==> config.mk <==
export PLATFORM = sky130hd
export DESIGN_NAME = au_addsub_pipe
export DESIGN_NICKNAME = d
export VERILOG_FILES = /design/src/rtl/au_addsub_pipe.sv
export SDC_FILE = /design/constraint.sdc
export NUM_CORES = 1
export LEC_CHECK = 0
export CAP_MARGIN = 20
export CORE_MARGIN = 2
export CORE_UTILIZATION = 59
export CTS_CLUSTER_SIZE = 10
export DETAILED_ROUTE_END_ITERATION = 10
export PLACE_DENSITY = 0.85
export SLEW_MARGIN = 20
export SYNTH_ARGS = -nofsm -noshare
export SYNTH_HDL_FRONTEND = slang
export SYNTH_SLANG_ARGS = --single-unit
==> constraint.sdc <==
create_clock -name clk -period 3.05 [get_ports clk]
set_input_delay 0.4575 -clock clk [delete_from_list [all_inputs] [get_ports clk]]
set_output_delay 0.4575 -clock clk [all_outputs]
set_load 0.005 [all_outputs]
==> src/rtl/au_addsub_pipe.sv <==
// -----------------------------------------------------------------------------
// au_addsub_pipe
//   Pipelined adder-subtractor with carry-in, carry-out and signed overflow.
//   The carry chain is cut into SEG-bit segments with one register stage per
//   segment, so the clock rate does not depend on WIDTH.
//   Latency is NSTG = ceil(WIDTH/SEG) cycles. Throughput is one beat per cycle.
//   The valid/ready handshake applies full backpressure.
//
// Ports
//   clk, rst_n      clock, asynchronous active-low reset
//   clr             synchronous flush of every in-flight beat
//   in_valid/ready  operand handshake (a, b, ci, add_sub)
//   add_sub         0: a+b+ci   1: a-b-ci (ci acts as borrow-in)
//   out_valid/ready result handshake (s, co, v)
//   co              carry-out of the MSB (subtraction: 1 = no borrow)
//   v               2's-complement overflow
//
// Optional feature
//   AU_ADDSUB_PIPE_SATURATE_EN : on overflow, s saturates to signed max/min,
//   following the sign of a. v and co are unaffected.
// -----------------------------------------------------------------------------
module au_addsub_pipe #(
    parameter int WIDTH = 16,
    parameter int SEG   = 4
) (
    input  logic             clk,
    input  logic             rst_n,
    input  logic             clr,
    input  logic             in_valid,
    output logic             in_ready,
    input  logic [WIDTH-1:0] a,
    input  logic [WIDTH-1:0] b,
    input  logic             ci,
    input  logic             add_sub,
    output logic             out_valid,
    input  logic             out_ready,
    output logic [WIDTH-1:0] s,
    output logic             co,
    output logic             v
);

    localparam int NSTG = (WIDTH + SEG - 1) / SEG;

    logic             w_adv;
    logic             w_acc;
    logic [WIDTH-1:0] w_bi;
    logic             w_cii;
    logic [NSTG-1:0]  r_vld_pipe;

    // The whole pipe moves as one unit. A held output therefore freezes every stage.
    assign w_adv     = ~out_valid | out_ready;
    assign in_ready  = w_adv & ~clr;
    assign w_acc     = in_valid & in_ready;
    assign out_valid = r_vld_pipe[NSTG-1];

    // Subtraction is computed as a + ~b + ~ci.
    assign w_bi  = b ^ {WIDTH{add_sub}};
    assign w_cii = ci ^ add_sub;

    always_ff @(posedge clk or negedge rst_n) begin
        if (!rst_n) begin
            r_vld_pipe <= '0;
        end else if (clr) begin
            r_vld_pipe <= '0;
        end else if (w_adv) begin
            for (int k = NSTG - 1; k > 0; k--) begin
                r_vld_pipe[k] <= r_vld_pipe[k-1];
            end
            r_vld_pipe[0] <= w_acc;
        end
    end

    for (genvar k = 0; k < NSTG; k++) begin : g_stg
        localparam int LO = k * SEG;                            // first bit of this segment
        localparam int SW = (k == NSTG - 1) ? WIDTH - LO : SEG; // segment width
        localparam int UW = WIDTH - LO;                         // operand bits still pending

        // w_a and w_b hold only the operand bits that are not yet summed. Bit 0 is this segment's LSB.
        logic [UW-1:0]    w_a;
        logic [UW-1:0]    w_b;
        logic             w_c;
        logic [SW:0]      w_sum;
        logic [LO+SW-1:0] w_sn;
        logic [LO+SW-1:0] w_res;
        logic [LO+SW-1:0] r_s;
        logic             r_c;

        if (k == 0) begin : g_src
            assign w_a  = a;
            assign w_b  = w_bi;
            assign w_c  = w_cii;
            assign w_sn = w_sum[SW-1:0];
        end else begin : g_src
            assign w_a  = g_stg[k-1].g_pass.r_a;
            assign w_b  = g_stg[k-1].g_pass.r_b;
            assign w_c  = g_stg[k-1].r_c;
            assign w_sn = {w_sum[SW-1:0], g_stg[k-1].r_s};
        end

        assign w_sum = {1'b0, w_a[SW-1:0]} + {1'b0, w_b[SW-1:0]} + {{SW{1'b0}}, w_c};

        if (k < NSTG - 1) begin : g_pass
            // Skew the upper operand bits forward to the stage that consumes them.
            logic [UW-SW-1:0] r_a;
            logic [UW-SW-1:0] r_b;

            assign w_res = w_sn;

            always_ff @(posedge clk or negedge rst_n) begin
                if (!rst_n) begin
                    r_a <= '0;
                    r_b <= '0;
                end else if (w_adv) begin
                    r_a <= w_a[UW-1:SW];
                    r_b <= w_b[UW-1:SW];
                end
            end
        end else begin : g_last
            logic w_ovf;
            logic r_v;

            // Carry into the MSB equals a^b^s at that bit. XOR it with the carry out.
            assign w_ovf = w_a[SW-1] ^ w_b[SW-1] ^ w_sum[SW-1] ^ w_sum[SW];

`ifdef AU_ADDSUB_PIPE_SATURATE_EN
            // w_a[SW-1] is a[WIDTH-1]. a is never inverted, so it selects the saturation direction.
            logic [WIDTH-1:0] w_sat;

            always_comb begin
                w_sat            = {WIDTH{~w_a[SW-1]}};
                w_sat[WIDTH-1]   = w_a[SW-1];
            end

            assign w_res = w_ovf ? w_sat : w_sn;
`else
            assign w_res = w_sn;
`endif

            always_ff @(posedge clk or negedge rst_n) begin
                if (!rst_n) begin
                    r_v <= 1'b0;
                end else if (w_adv) begin
                    r_v <= w_ovf;
                end
            end
        end

        always_ff @(posedge clk or negedge rst_n) begin
            if (!rst_n) begin
                r_s <= '0;
                r_c <= 1'b0;
            end else if (w_adv) begin
                r_s <= w_res;
                r_c <= w_sum[SW];
            end
        end
    end

    assign s  = g_stg[NSTG-1].r_s;
    assign co = g_stg[NSTG-1].r_c;
    assign v  = g_stg[NSTG-1].g_last.r_v;

endmodule
==> flow_metrics.py <==
metrics = {
    "status": {
        "status": "finished clean",
    },
    "placed_design": {
        "hpwlAfterDp_mm": 5.24,
        "io_buffers": 58,
        "placed_cells": 600,
        "globalplace.congestion": 0.790,
        "placed_area_um2": 4910,
    },
    "power_and_ir_drop": {
        "p_switching_mw": 0.814,
        "p_leak_nw": 2.47,
        "share_clk_of_total_power_pct": 23.2,
        "combPwrFrac_pct": 21.5,
        "vdd_ir_drop_max_uv": 282,
        "p_seq_share_pct": 55.4,
        "p_int_mw": 2.21,
        "power_density_nw_per_um2": 597,
        "p_total_mw": 3.03,
        "swShare_pct": 26.9,
    },
    "job": {
        "maxCapViolCount": 0,
    },
    "clock_network": {
        "clock_latency_ns": 0.34,
        "cts.htree.levels": 3,
        "cts_buffers": 9,
        "cts_root_buf": "clkbuf_8",
        "cts-resized-gates": 0,
        "cts_tree": "yes",
        "post_cts.repair.setup_buffers": 0,
        "clkTransAtPathRegs_ns": 0.08,
        "ctsHoldBuffers": 0,
        "cts.path.max_buffers": 2,
        "clkSinkCount": 97,
    },
    "yosys": {
        "synth_area_um2": 4290,
        "synth_warnings": 0,
        "netlist_instances": 460,
        "yosysSeqAreaShare_pct": 56.5,
        "syn_nets": 519,
        "avgSynthCellArea_um2": 9.33,
        "synth.distinct_cells": 18,
        "synth-seq-cells": 97,
    },
    "routing": {
        "vias_per_cell": 4.86,
        "ant_nets": 0,
        "dr.pass1.iters": 4,
        "post_drt_wl_per_cell_um": 11.9,
        "route.final.wire_length_mm": 7.33,
        "vias": 2984,
        "first_iter_violations": 214,
        "remaining_drc_errors": 0,
    },
    "worst_setup_path": {
        "cp.required_ns": 2.59,
        "path_common_cell": "clkdlybuf4s50_1",
        "crit_chain": "clkdlybuf4s50_1, and2b_4, nor2_1, clkdlybuf4s50_1",
        "path_class": "in -> out",
        "slowest_stage": "clkdlybuf4s50_1",
        "critPathArrivalTime_ns": 1.70,
        "critical_path.endpoint_type": "primary output",
        "slowest_delay_ns": 0.51,
        "cp-start-kind": "primary input",
        "critPathMaxFanout": 2,
    },
    "sta": {
        "slew-limit-headroom_pct": 38.0,
        "post-route-min-period_ns": 2.16,
        "fin_crit_sh_pct": 70.7,
        "rsz0062_at_grt": "no",
        "skew_ns": 0.00996,
        "final_max_slew_viol_count": 0,
        "tightest_slew_ns": 0.930,
        "setup_tns_ns": 0,
        "hold_viol_final": 0,
        "setup_violations": 0,
        "max_clock_freq_ghz": 0.464,
    },
    "die": {
        "coreArea_um2": 7140,
        "die_h_um": 89.3,
        "die_w_um": 89.3,
        "ios": 59,
        "die_area_um2": 7970,
        "start_util_pct": 60.2,
        "rows": 31,
    },
    "grt": {
        "antenna_found_initial": 0,
        "grt_pass1_wl_mm": 12.3,
        "grt_pass1_vias": 2824,
        "grt_max_degree": 104,
        "grt-ovfl-total": 0,
        "grtUsageTotal_pct": 20.2,
    },
    "final_layout": {
        "postLayoutCoreUtil_pct": 71.1,
        "layout_common_cells": "nand2_1, dfrtp_1, clkdlybuf4s50_1, o21ai_0, nor2_1",
        "num_antenna_cells": 0,
        "multi_input_area_um2": 1690,
        "num-fill-cells": 572,
        "fin_cells": 614,
        "fin_area_um2": 5070,
        "seq_area_um2": 2430,
        "area_growth_pct": 18.2,
        "layout-drive-gt1-share_pct": 4.47,
        "layout_commonest_cell": "nand2_1",
        "fin_nets": 571,
    },
    "worst_hold_path": {
        "hold_path_class": "in -> async",
    },
}
==> state kept, by name, summed over array words and instances (netlist names) <==
| register | flops |
|---|---|
| s | 16 |
| co | 1 |
| g_stg.g_pass.r_b | 24 |
| g_stg.r_s | 24 |
| v | 1 |
| r_vld_pipe | 4 |
| g_stg.g_pass.r_a | 24 |
| g_stg.r_c | 3 |
==> cell type report <==
class	instances	share of cell area [%]
Clock buffer	11	2.79
Inverter	11	0.814
Sequential cell	97	47.8
Multi-Input combinational cell	329	33.2
Tap cell	99	2.44
Timing Repair Buffer	64	12.5
Clock inverter	3	0.370
==> through the flow <==
step	hold WS (ns)	worst slack (ns)
3_5_place_dp	0.454	0.644
6_report	0.155	0.893
4_1_cts	0.162	0.881
2_1_floorplan	0.162	1.06
5_1_grt	0.192	0.826
3_3_place_gp	0.449	0.733
==> cells by family after synthesis <==
family	after synthesis	share of synthesized area (%)
buffers and inverters	34	4.31
DFF	97	56.5
xor gates and xnor gates	24	4.90
adders and majority gates	20	7.23
AOI/OAI and AO/OA	48	5.98
and+or+nand+nor	237	21.0
==> path summary, 6_finish.rpt <==
path	start	to	slack, ns	depth (start not counted)
setup / recovery	out_ready	in_ready	0.89	4
hold / removal	rst_n	s[3]$_DFFE_PN0N_	0.16	1
setup reg to reg	g_stg[1].r_c$_DFFE_PN0N_	g_stg[2].r_c$_DFFE_PN0N_	1.21	5
hold reg to reg	s[3]$_DFFE_PN0N_	s[3]$_DFFE_PN0N_	0.47	2
max in group asynchronous	rst_n	g_stg[1].r_s[6]$_DFFE_PN0N_	2.16	2
min in group clk	s[3]$_DFFE_PN0N_	s[3]$_DFFE_PN0N_	0.47	2
==> power groups by stage <==
stage | combinational, mW | clock, mW | sequential, mW
4_1_cts | 0.663 | 0.720 | 1.68
6_report | 0.650 | 0.701 | 1.68
2_1_floorplan | 0.331 | 0 | 1.68
3_3_place_gp | 0.633 | 0 | 1.69
5_1_grt | 0.752 | 0.765 | 1.71
3_5_place_dp | 0.660 | 0 | 1.70
==> synthesized netlist by cell type <==
| master | n | area (um2) |
|---|---|---|
| a21o_1 | 5 | 37.5 |
| xnor2_1 | 12 | 105 |
| ha_1 | 12 | 150 |
| dfrtp_1 | 97 | 2430 |
| nor2b_1 | 2 | 12.5 |
| buf_4 | 9 | 67.6 |
| buf_2 | 13 | 65.1 |
| nand2_1 | 214 | 803 |
| inv_1 | 11 | 41.3 |
| a21oi_1 | 16 | 80.1 |
| fa_1 | 8 | 160 |
| o21ai_0 | 26 | 130 |
| xor2_1 | 12 | 105 |
| nand2b_1 | 2 | 12.5 |
| nor2_1 | 18 | 67.6 |
| buf_6 | 1 | 11.3 |
| a21oi_2 | 1 | 8.76 |
| and2b_1 | 1 | 7.51 |
==> worst max-delay path: cells and delay by family <==
family,cells,cell delay (ns)
buf+inv,2,0.97
simple gates,2,0.27
==> layer usage <==
layer / share of wire (%) / global-route usage (%) / vias up / wire [um]
met2: 50 / 33.5 / 57 / 3670
met5: 0 / 0 / - / 0
met1: 46 / 26.7 / 1399 / 3360
li1: - / - / 1526 / -
met4: 0.55 / 6.38 / 0 / 40
met3: 3.6 / 4.43 / 2 / 264
Power figures use the tool's default switching activity.
